$ cat src/rtl/prog_loader_pkg.sv
// Shared definitions for the program loader: FSM state encoding, default
// instruction-memory geometry and the length-header size.
// Build option: PROG_LOADER_CHECKSUM_EN adds the trailing checksum state.
package prog_loader_pkg;

    localparam logic [31:0] DEF_IMEM_BASE  = 32'h0000_0000;
    localparam logic [31:0] DEF_IMEM_BYTES = 32'h0020_0000;

    // Length header is a 4-byte little-endian word.
    localparam int LEN_HDR_BYTES = 4;

    typedef enum logic [2:0] {
        ST_IDLE  = 3'd0,
        ST_LEN   = 3'd1,
        ST_DATA  = 3'd2,
        ST_WRITE = 3'd3,
`ifdef PROG_LOADER_CHECKSUM_EN
        ST_CHK   = 3'd4,
`endif
        ST_DONE  = 3'd5,
        ST_ERR   = 3'd6
    } state_e;

endpackage

$ cat src/rtl/prog_loader_byte_packer.sv
// Byte-to-word little-endian shifter. Each accepted byte enters at the top
// and moves down, so after four bytes the first one sits in bits [7:0].
// The byte count wraps every four bytes; full flags the fourth byte.
module prog_loader_byte_packer (
    input  logic        clk,
    input  logic        rst_n,
    input  logic        shift_en,
    input  logic [7:0]  byte_in,
    output logic [31:0] word,
    output logic [31:0] word_nxt,
    output logic [1:0]  cnt,
    output logic        full
);

    logic [31:0] word_q, word_d;
    logic [1:0]  cnt_q, cnt_d;

    // Shift in a byte and advance the count when enabled.
    always_comb begin
        word_d = word_q;
        cnt_d  = cnt_q;
        if (shift_en) begin
            word_d = {byte_in, word_q[31:8]};
            cnt_d  = cnt_q + 2'd1;
        end
    end

    // Word and count registers.
    always_ff @(posedge clk or negedge rst_n) begin
        if (!rst_n) begin
            word_q <= 32'h0;
            cnt_q  <= 2'd0;
        end else begin
            word_q <= word_d;
            cnt_q  <= cnt_d;
        end
    end

    assign word     = word_q;
    assign word_nxt = word_d;
    assign cnt      = cnt_q;
    assign full     = shift_en && (cnt_q == 2'd3);

endmodule

$ cat src/rtl/prog_loader.sv
// Program loader: receives a length-prefixed byte stream and writes it as
// little-endian 32-bit words into instruction memory starting at IMEM_BASE,
// holding the CPU in reset until the whole image has landed.
// Build option: PROG_LOADER_CHECKSUM_EN appends a one-byte additive checksum
// after the payload; a mismatch rejects the image.
module prog_loader
    import prog_loader_pkg::*;
#(
    parameter logic [31:0] IMEM_BASE  = DEF_IMEM_BASE,
    parameter logic [31:0] IMEM_BYTES = DEF_IMEM_BYTES
) (
    input  logic        clk,
    input  logic        rst_n,
    input  logic        rx_valid,
    input  logic [7:0]  rx_data,
    output logic        rx_ready,
    output logic        mem_we,
    output logic [31:0] mem_addr,
    output logic [31:0] mem_wdata,
    input  logic        mem_wready,
    output logic        cpu_rst_n,
    output logic        done,
    output logic        error
);

    localparam logic [1:0] HDR_LAST_IDX = 2'(LEN_HDR_BYTES - 1);

    state_e      state_q, state_d;
    logic [31:0] len_q, len_d;
    logic [31:0] cnt_q, cnt_d;
    logic [31:0] addr_q, addr_d;
`ifdef PROG_LOADER_CHECKSUM_EN
    logic [7:0]  sum_q, sum_d;
`endif

    logic        accept;
    logic        shift_en;
    logic [31:0] pack_word;
    logic [31:0] pack_word_nxt;
    logic [1:0]  pack_cnt;
    logic        pack_full;
    logic [31:0] cnt_inc;
    logic        len_bad;

    assign accept   = rx_valid && rx_ready;
    // Header and payload bytes both go through the packer; the header fills
    // exactly one word, so payload words stay aligned to the byte count.
    assign shift_en = accept && ((state_q == ST_IDLE) || (state_q == ST_LEN) ||
                                 (state_q == ST_DATA));
    assign cnt_inc  = cnt_q + 32'd4;
    assign len_bad  = (pack_word_nxt == 32'h0) || (pack_word_nxt[1:0] != 2'b00) ||
                      (pack_word_nxt > IMEM_BYTES);

    prog_loader_byte_packer u_packer (
        .clk      (clk),
        .rst_n    (rst_n),
        .shift_en (shift_en),
        .byte_in  (rx_data),
        .word     (pack_word),
        .word_nxt (pack_word_nxt),
        .cnt      (pack_cnt),
        .full     (pack_full)
    );

    // Next-state and handshake decode.
    always_comb begin
        state_d  = state_q;
        len_d    = len_q;
        cnt_d    = cnt_q;
        addr_d   = addr_q;
`ifdef PROG_LOADER_CHECKSUM_EN
        sum_d    = sum_q;
`endif
        rx_ready = 1'b0;
        mem_we   = 1'b0;
        case (state_q)
            ST_IDLE: begin
                rx_ready = 1'b1;
                if (accept) state_d = ST_LEN;
            end
            ST_LEN: begin
                rx_ready = 1'b1;
                if (accept && (pack_cnt == HDR_LAST_IDX)) begin
                    len_d   = pack_word_nxt;
                    state_d = len_bad ? ST_ERR : ST_DATA;
                end
            end
            ST_DATA: begin
                rx_ready = 1'b1;
                if (accept) begin
`ifdef PROG_LOADER_CHECKSUM_EN
                    sum_d = sum_q + rx_data;
`endif
                    if (pack_full) state_d = ST_WRITE;
                end
            end
            ST_WRITE: begin
                mem_we = 1'b1;
                if (mem_wready) begin
                    cnt_d = cnt_inc;
                    if (cnt_inc == len_q) begin
                        // Address stays on the last word written.
`ifdef PROG_LOADER_CHECKSUM_EN
                        state_d = ST_CHK;
`else
                        state_d = ST_DONE;
`endif
                    end else begin
                        addr_d  = addr_q + 32'd4;
                        state_d = ST_DATA;
                    end
                end
            end
`ifdef PROG_LOADER_CHECKSUM_EN
            ST_CHK: begin
                rx_ready = 1'b1;
                if (accept) state_d = (rx_data == sum_q) ? ST_DONE : ST_ERR;
            end
`endif
            ST_DONE: state_d = ST_DONE;
            ST_ERR:  state_d = ST_ERR;
            default: state_d = ST_IDLE;
        endcase
    end

    // Control and address registers; reset discards any partial image.
    always_ff @(posedge clk or negedge rst_n) begin
        if (!rst_n) begin
            state_q <= ST_IDLE;
            len_q   <= 32'h0;
            cnt_q   <= 32'h0;
            addr_q  <= IMEM_BASE;
`ifdef PROG_LOADER_CHECKSUM_EN
            sum_q   <= 8'h0;
`endif
        end else begin
            state_q <= state_d;
            len_q   <= len_d;
            cnt_q   <= cnt_d;
            addr_q  <= addr_d;
`ifdef PROG_LOADER_CHECKSUM_EN
            sum_q   <= sum_d;
`endif
        end
    end

    assign mem_addr  = addr_q;
    assign mem_wdata = pack_word;
    assign done      = (state_q == ST_DONE);
    assign cpu_rst_n = (state_q == ST_DONE);
    assign error     = (state_q == ST_ERR);

endmodule

$ cat config.mk
export PLATFORM = sky130hd
export DESIGN_NAME = prog_loader
export DESIGN_NICKNAME = d
export VERILOG_FILES = /design/src/rtl/prog_loader_pkg.sv /design/src/rtl/prog_loader_byte_packer.sv /design/src/rtl/prog_loader.sv
export SDC_FILE = /design/constraint.sdc
export NUM_CORES = 1
export LEC_CHECK = 0
export ABC_AREA = 1
export BUFFER_PORTS_ARGS = -buffer_cell sky130_fd_sc_hd__buf_2
export CORE_MARGIN = 4
export CORE_UTILIZATION = 53
export DETAILED_ROUTE_END_ITERATION = 12
export GPL_TIMING_DRIVEN = 0
export HOLD_SLACK_MARGIN = 0.02
export PLACE_DENSITY_LB_ADDON = 0.15
export SYNTH_ARGS = -nofsm -noshare
export SYNTH_HDL_FRONTEND = slang
export SYNTH_HIERARCHICAL = 1
export SYNTH_SLANG_ARGS = --single-unit
$ cat constraint.sdc
create_clock -name clk -period 5.19 [get_ports clk]
set_input_delay 0.7785 -clock clk [delete_from_list [all_inputs] [get_ports clk]]
set_output_delay 0.7785 -clock clk [all_outputs]
set_load 0.1 [all_outputs]
Yosys cells after proc, flatten, opt, wreduce, memory -nomap -nowiden
Index checks and enable logic that the tools add are counted.
{"block": "classes", "n_addsub": 3, "muxes": 11, "reduce_logical": 16, "n_lt_le_gt_ge": 1, "n_bitwise": 1, "n_eq_ne": 12}
{"op": "$add 32x3->32 const B", "count": 2}
{"op": "$eq 32x32->1", "count": 1}
{"op": "$gt 32x22->1 const B", "count": 1}
{"op": "$logic_not 32->1", "count": 1}
{"op": "$mux 32", "count": 1}
{"op": "$mux 3", "count": 7}
{"op": "$pmux 3 s6", "count": 1}
{"op": "$ne 2x2->1 const B", "count": 4}
{"op": "$eq 3x2->1 const B", "count": 2}
{"op": "$eq 3x3->1 const B", "count": 2}
{"op": "$reduce_and 5->1", "count": 1}
{"op": "$logic_and 1x1->1", "count": 4}
{"op": "$logic_or 1x1->1", "count": 4}
{"op": "$reduce_and 2->1", "count": 2}
{"op": "$eq 3x1->1 const B", "count": 1}
{"op": "$logic_not 3->1", "count": 1}
{"op": "$reduce_and 3->1", "count": 1}
{"op": "$reduce_or 3->1", "count": 1}
{"op": "$add 2x1->2 const B", "count": 1}
{"op": "$eq 2x2->1 const B", "count": 1}
{"op": "$mux 1", "count": 2}
{"op": "$ne 2x1->1 const B", "count": 1}
{"op": "$reduce_bool 2->1", "count": 1}
{"op": "$not 1->1", "count": 1}
{"block": "word_totals", "inputBits": 12, "ff_bits": 133, "elab_cells": 50, "out_inout_bits": 69}

Longest topological paths before layout
Gate-level depths: netlist of run 1.
{"block": "logic_depth", "depth_word": 12, "mapped_depth": 19, "depth_no_buf": 18}

By module
Netlist of run 1, hierarchy kept.
{"module": "prog_loader", "seq_area_each_um2": 2377.3, "n_inst": 1, "area_each_um2": 6389.9, "cells_per_inst": 939}
{"module": "prog_loader_byte_packer", "seq_area_each_um2": 850.8, "n_inst": 1, "area_each_um2": 1365.1, "cells_per_inst": 148}

Worst setup path before layout of run 1
OpenSTA, ideal clock, no wires.
{"block": "synth_timing", "path_type": "reg-to-output", "startpoint": "register state_q[2]", "endpoint": "output done", "arrival_ps": 3178, "path_slack_ps": 1233, "t_required_ps": 4411, "path_stages_with_launch": 4, "path_buffers": 1, "path_cell_list": "dfrtp_1 inv_1 nor3_1 buf_4"}
{"block": "synth_between", "elab_chain_len": 1}
{"item": "start: declaration", "line_no": "prog_loader.sv:28", "rtl": "state_e state_q, state_d;"}
{"item": "start signal: assignment", "line_no": "prog_loader.sv:137", "rtl": "state_q <= state_d;"}
{"item": "$eq 3x3->1"}
{"item": "end: declaration", "line_no": "prog_loader.sv:22", "rtl": "output logic done,"}
No other way between the ends.

Worst setup path in the final report of run 1
{"block": "layout_timing", "startpoint": "register cnt_q[2]", "endpoint": "register addr_q[2] (netlist: mem_addr[2])"}
{"block": "layout_between", "elab_chain_len": 4}
{"item": "start: declaration", "line_no": "prog_loader.sv:30", "rtl": "logic [31:0] cnt_q, cnt_d;"}
{"item": "start signal: assignment", "line_no": "prog_loader.sv:139", "rtl": "cnt_q <= cnt_d;"}
{"item": "$add 32x3->32", "line_no": "prog_loader.sv:50", "rtl": "assign cnt_inc = cnt_q + 32'd4;"}
{"item": "$eq 32x32->1", "line_no": "prog_loader.sv:101", "rtl": "if (cnt_inc == len_q) begin"}
{"item": "$not 1->1 (no source line)"}
{"item": "$reduce_and 3->1 (no source line)"}
{"item": "end signal: assignment", "line_no": "prog_loader.sv:140", "rtl": "addr_q <= addr_d;"}
{"item": "end: declaration", "line_no": "prog_loader.sv:31", "rtl": "logic [31:0] addr_q, addr_d;"}
No other way between the ends.
A chain may end at the register's enable or synchronous reset.

==> parameters.txt, run 1 <==
Parameter                              Value

Setup path
  Launching element type of the critical path ... flip-flop
  Maximum net fanout on the critical path ... 10
  Data required time of the worst path ... 5.50 ns
  Critical Path AT ... 3.09 ns
  Origin of the critical flop-to-flop path ... cnt_q[2]$_DFFE_PN0P_
  Worst-case register-to-register setup slack ... 2.42 ns
  Crit Path Class ... flip-flop to flip-flop
  Critical path capture point type ... flip-flop
  Critical path startpoint ... cnt_q[2]$_DFFE_PN0P_

Logic synthesis
  Number of distinct library cells after synthesis ... 39
  Commonest register cell after synthesis ... dfrtp_1
  Avg Synthesized Cell Area ... 7.13 um^2
  Area of the mapped netlist ... 0.00775 mm^2
  Ys async rst share ... 1.00
  Share of the yosys chip area belonging to registers ... 0.416
  Register bit count reported by yosys ... 129
  Warnings from Yosys ... 6
  Number of standard cells after synthesis ... 1087
  Number of synthesized flops with an enable pin ... 0

Floorplanning
  Die ar. ... 0.0166 mm^2
  Vertical die dimension ... 129 um
  Number of placement rows ... 43
  Ports ... 81
  Initial Utilization ... 0.550
  Horiz. Die Dim ... 129 um
  Area of the core region ... 0.0141 mm^2

Clocking
  Clk Tree Root Cell ... clkbuf_16
  Clock Path Buffers ... 2
  H-tree levels ... 4
  Clock latency of the later-clocked register in the worst-skew pair ... 0.43 ns
  CTS clk-pin slew, worst paths ... 0.06 ns
  Number of setup buffers added after CTS ... 0
  Number of buffers created by CTS ... 17
  TritonCTS Sinks ... 129
  Hold-fix buffers, CTS ... 0
  Clock tree from TritonCTS ... done
  Cts repair resizes ... 0

Power
  Share of power burned in registers ... 0.301
  Total net switching power ... 0.00301 W
  Reported leakage power ... 4.70 nW
  Peak VDD IR ... 0.000778 V
  Pint ... 0.00274 W
  Power per cell area ... 638 mW/mm^2
  Sw frac ... 0.524
  Share of power burned in the clock network ... 0.217
  Proportion of power drawn by combinational gates ... 0.483

Placement
  Routability congestion estimate ... 0.967
  Setup WS pre-CTS ... 2.41 ns
  HPWL Detailed ... 16.7 mm
  Placed inst area ... 0.00841 mm^2
  Port bufs ... 78

Timing
  Minimum setup slack in the final design ... 2.42 ns
  Worst hold slack across all endpoints ... 0.294 ns
  Fin. max-slew vios ... 0
  Final worst path period need ... 2.77 ns
  Number of endpoints failing setup at the final stage ... 0
  Period utilization ... 0.534
  Post-route setup TNS ... 0 ns
  Worst-Margin Slew ... 0.730 ns
  Hold Fails Final Rpt ... 0
  Setup repair after global routing missed its margin ... no
  Setup clock skew after layout ... 0.0147 ns
  Relative slew margins ... 0.513
  Fmax ... 361 MHz

Route
  Detailed-route via count ... 7458
  Vias per cell ... 5.41
  Initial drt markers ... 640
  Routed WL ... 21.9 mm
  Routed wirelength normalized by instance count ... 15.9 um
  Count of nets left with antenna violations after detail routing ... 0
  Drt pass-1 iters ... 6
  DRC Markers ... 0

Global routing
  Pin count of the biggest net entering global routing ... 76
  Initial antenna violation count ... 0
  GR Util All Layers ... 0.280
  Total grt overflow ... 0
  Vias in the first global route ... 6909
  Global-route wire length before repair ... 36.2 mm

Layout
  Final non-filler cell area ... 0.00901 mm^2
  Commonest non-fill, non-tap cells in the layout ... nand2_1, dfrtp_1, nand3_1
  Area growth from synthesis to layout ... 16.2%
  Fraction of final layout cells sized beyond drive strength 1 ... 0.144
  Final cell utilization of the core ... 0.640
  Final-stage net count ... 1201
  Antenna diodes ... 0
  Leading cell type in the layout, fill and taps excluded ... nand2_1

Flow run
  Number of max-capacitance violations reported ... 0

Run status
  Status ... complete, no violations

Worst hold path
  Hold Crit Class ... input port to async pin
logic make-up after synthesis:
group / count (synthesis) / synth area share
and+or+nand+nor: 716 / 0.407
AOI/OAI and AO/OA: 65 / 0.0423
other: 1 / 0.000484
DFF: 129 / 0.416
adders and majority gates: 3 / 0.00484
buffers and inverters: 130 / 0.0744
muxes: 9 / 0.0131
xor gates and xnor gates: 34 / 0.0419
Yosys cell counts, types with 2 or more instances:
library cell | instances | area share
dfrtp_1 | 129 | 0.42
o21ai_0 | 39 | 0.025
o21ai_1 | 6 | 0.0039
xnor2_1 | 11 | 0.012
a21oi_1 | 19 | 0.012
ha_1 | 3 | 0.0048
nand2_2 | 14 | 0.011
nor4_1 | 11 | 0.0089
buf_2 | 2 | 0.0013
nor3_1 | 23 | 0.015
buf_4 | 6 | 0.0058
nand2_4 | 4 | 0.0058
xor2_1 | 21 | 0.024
buf_6 | 6 | 0.0087
clkbuf_1 | 12 | 0.0058
nor2_4 | 4 | 0.0058
nand2_1 | 409 | 0.20
xnor3_1 | 2 | 0.0058
nor2_8 | 3 | 0.0077
nand3_1 | 112 | 0.072
nand4_1 | 12 | 0.0097
inv_1 | 100 | 0.048
mux2_2 | 9 | 0.013
nor3b_1 | 3 | 0.0029
nand3_2 | 2 | 0.0026
nand3b_1 | 7 | 0.0068
nor2_2 | 7 | 0.0056
nor2_1 | 100 | 0.048
power groups by stage:
| stage | Sequential, W | Combinational, W | Clock (W) |
|---|---|---|---|
| after global placement | 0.00173 | 0.00272 | 0 |
| after global routing | 0.00178 | 0.00301 | 0.00131 |
| after detailed placement | 0.00173 | 0.00276 | 0 |
| after floorplan | 0.00254 | 0.00131 | 0 |
| after CTS | 0.00172 | 0.00276 | 0.00126 |
| final | 0.00173 | 0.00277 | 0.00124 |
routing by layer:
layer / GRT usage / vias up / wire length (um)
met5: 0 / - / 0
met4: 0.0865 / 0 / 476
met3: 0.0689 / 35 / 1660
met2: 0.409 / 267 / 9560
met1: 0.410 / 3498 / 10200
li1: - / 3658 / -
worst max-delay path, cell delays in order (launching register included):
cell and delay (ns):
dfrtp_1 0.45, ha_1 0.23, nand2_1 0.11, nor2_4 0.23, nand3_1 0.17, inv_1 0.10
nand3_1 0.09, nand3_1 0.15, nand3_1 0.08, nor2_1 0.21, nand2_1 0.09, nor2_2 0.22
nand2_4 0.15, buf_2 0.22, nand3_1 0.09, nand2_1 0.06
state kept, by name, summed over array words and instances, names as in the netlist:
register       flops
cnt_q             30
len_q             32
mem_addr          30
state_q            3
u_packer/cnt       2
u_packer/word     32
stage by stage:
stage / total power, W / cells
finish: 0.00575 / 1379
detailed placement: 0.00449 / 1347
global route: 0.00611 / 1379
floorplan: 0.00385 / 1088
global placement: 0.00445 / 1346
CTS: 0.00574 / 1379
worst paths after layout:
kind                                          endpoint  cells past startpoint
min in group clk           u_packer/cnt[1]$_DFFE_PN0P_                      2
setup / recovery               mem_addr[2]$_DFFE_PN0P_                     15
hold reg to reg            u_packer/cnt[1]$_DFFE_PN0P_                      2
setup reg to reg               mem_addr[2]$_DFFE_PN0P_                     15
max in group asynchronous        len_q[29]$_DFFE_PN0P_                      2
hold / removal                    cnt_q[2]$_DFFE_PN0P_                      1
final cells by class:
class	instances	area [um^2]
buffer	28	186
clock buffer	18	439
clock inverter	14	168
fill	1317	5080
inverter	102	390
multi-input combinational	829	3950
sequential	129	3230
tap	180	225
timing repair buffer	79	424
Power figures use the tool's default switching activity.
==> run 2: changes to the inputs <==
clock period = 2.65 ns   (was 5.19 ns; I/O delays follow)
==> run 2 against run 1 <==
- routed wire length up 1.5%
- final cell count up 0.80%
- first-iteration DRC count up 5.5%
- critical path depth unchanged
- clock skew down 0.0041 ns
- critical path type unchanged
- critical endpoint is now mem_addr[13]$_DFFE_PN0P_
- largest power group unchanged
==> parameters.txt, run 2 (same netlist as run 1, synthesis figures left out) <==
Parameter                              Value

Run status
  Status ... complete, no violations

Global routing
  Vias in the first global route ... 6998
  Total grt overflow ... 0
  Initial antenna violation count ... 0
  Global-route wire length before repair ... 36.1 mm
  Pin count of the biggest net entering global routing ... 85
  GR Util All Layers ... 0.277

Clocking
  H-tree levels ... 4
  CTS clk-pin slew, worst paths ... 0.07 ns
  Clk Tree Root Cell ... clkbuf_16
  Clock Path Buffers ... 2
  TritonCTS Sinks ... 129
  Clock latency of the later-clocked register in the worst-skew pair ... 0.43 ns
  Clock tree from TritonCTS ... done
  Number of buffers created by CTS ... 17

Power
  Peak VDD IR ... 0.00134 V
  Reported leakage power ... 4.75 nW
  Power per cell area ... 1230 mW/mm^2

Route
  DRC Markers ... 0
  Count of nets left with antenna violations after detail routing ... 0
  Detailed-route via count ... 7531
  Drt pass-1 iters ... 5
  Vias per cell ... 5.42
  Routed WL ... 22.3 mm
  Routed wirelength normalized by instance count ... 16.0 um
  Initial drt markers ... 675

Placement
  HPWL Detailed ... 16.8 mm
  Port bufs ... 78
  Number of placed instances with taps included ... 1347
  Placed inst area ... 0.00842 mm^2
  Setup WS pre-CTS ... -0.0807 ns
  Routability congestion estimate ... 0.958

Layout
  Non-Filler Instances ... 1390
  Final non-filler cell area ... 0.00917 mm^2
  Area taken by flip-flops and latches ... 0.00323 mm^2
  Number of filler cells placed in the layout ... 1271
  Fraction of final layout cells sized beyond drive strength 1 ... 0.171
  Area growth from synthesis to layout ... 18.3%
  Antenna diodes ... 0
  Leading cell type in the layout, fill and taps excluded ... nand2_1
  Commonest non-fill, non-tap cells in the layout ... nand2_1, dfrtp_1, nand3_1
  Final-stage net count ... 1212
  Area of the multi-input gates ... 0.00405 mm^2

Floorplanning
  Die ar. ... 0.0166 mm^2
  Area of the core region ... 0.0141 mm^2
  Initial Utilization ... 0.550
  Vertical die dimension ... 129 um
  Number of placement rows ... 43
  Ports ... 81
  Horiz. Die Dim ... 129 um

Timing
  Worst-Margin Slew ... 0.739 ns
  Relative slew margins ... 0.507
  Fin. max-slew vios ... 0
  Period utilization ... 0.947
  Setup clock skew after layout ... 0.0106 ns
  Hold Fails Final Rpt ... 0
  Worst hold slack across all endpoints ... 0.196 ns
  Number of endpoints failing setup at the final stage ... 0
  Final worst path period need ... 2.51 ns
  Fmax ... 399 MHz
  Minimum setup slack in the final design ... 0.141 ns

Setup path
  Launching element type of the critical path ... flip-flop
  Data required time of the worst path ... 2.97 ns
  Critical path capture point type ... flip-flop
  Critical Path AT ... 2.83 ns
  Maximum net fanout on the critical path ... 10
  Crit Path Class ... flip-flop to flip-flop

Flow run
  Number of max-capacitance violations reported ... 0

Worst hold path
  Hold Crit Class ... input port to flip-flop
[run 2: metrics by stage]
stage               power, W   util  setup TNS, ns
global route          0.0119  0.651         -0.139
floorplan            0.00756      -         -0.388
CTS                   0.0111  0.640              0
global placement     0.00871  0.595         -72.84
detailed placement   0.00878  0.597          -1.21
finish                0.0112  0.651              0
[run 2: area by class of cell]
class / count / area share
well taps: 180 / 0.0246
flip-flops and latches: 129 / 0.352
clock inverters: 15 / 0.0162
clock buffers: 17 / 0.0464
repair buffers: 90 / 0.0555
plain buffers: 28 / 0.0214
inverters: 102 / 0.0426
multi-input cells: 829 / 0.441
[run 2: power by group]
group / switching [W] / total, W / internal (W)
clock network: 0.000990 / 0.00231 / 0.00132
logic: 0.00423 / 0.00554 / 0.00131
registers: 0.000729 / 0.00339 / 0.00267
total: 0.00595 / 0.0112 / 0.00530
[run 2: routing by layer]
layer	track usage	up-vias	routed length, um	share of wire
met1	0.417	3476	10600	0.48
li1	-	3691	-	-
met3	0.0565	49	1580	0.071
met5	0	-	0	0
met4	0.0939	0	541	0.024
met2	0.399	315	9530	0.43
[run 2: final timing paths]
kind                                              from                     endpoint  slack [ns]  cells past startpoint
min reg2reg                u_packer/cnt[1]$_DFFE_PN0P_  u_packer/cnt[1]$_DFFE_PN0P_        0.52                      2
min                                         rx_data[6]  u_packer/word[30]$_DFF_PN0_        0.20                      3
max in group asynchronous                        rst_n       state_q[1]$_DFFE_PN0P_        1.41                      3
min in group asynchronous                        rst_n         cnt_q[2]$_DFFE_PN0P_        0.47                      2
max                               cnt_q[3]$_DFFE_PN0P_     mem_addr[13]$_DFFE_PN0P_        0.14                     15
max reg2reg                       cnt_q[3]$_DFFE_PN0P_     mem_addr[13]$_DFFE_PN0P_        0.14                     15
[run 2: worst max-delay path, cell delays in order, from the launching register on]
cell     delay, ns
dfrtp_1       0.40
ha_2          0.21
nand2_1       0.10
nor2_4        0.20
nand2_4       0.11
nor2_8        0.14
nand3_1       0.08
nand3_1       0.13
nand2_1       0.07
nor2_1        0.15
nand3_1       0.14
nor2_4        0.18
nand2_4       0.11
buf_2         0.21
nand3_1       0.09
nand2_1       0.07
[run 2: what timing repair did]
item	4_1_cts	5_1_grt
endpoints found under the hold margin	45	0
setup endpoints to repair	30	31
buffers inserted	1	9
cloned	0	0
gates resized for setup	3	27
hold buffers	1	0
pin swaps	1	10
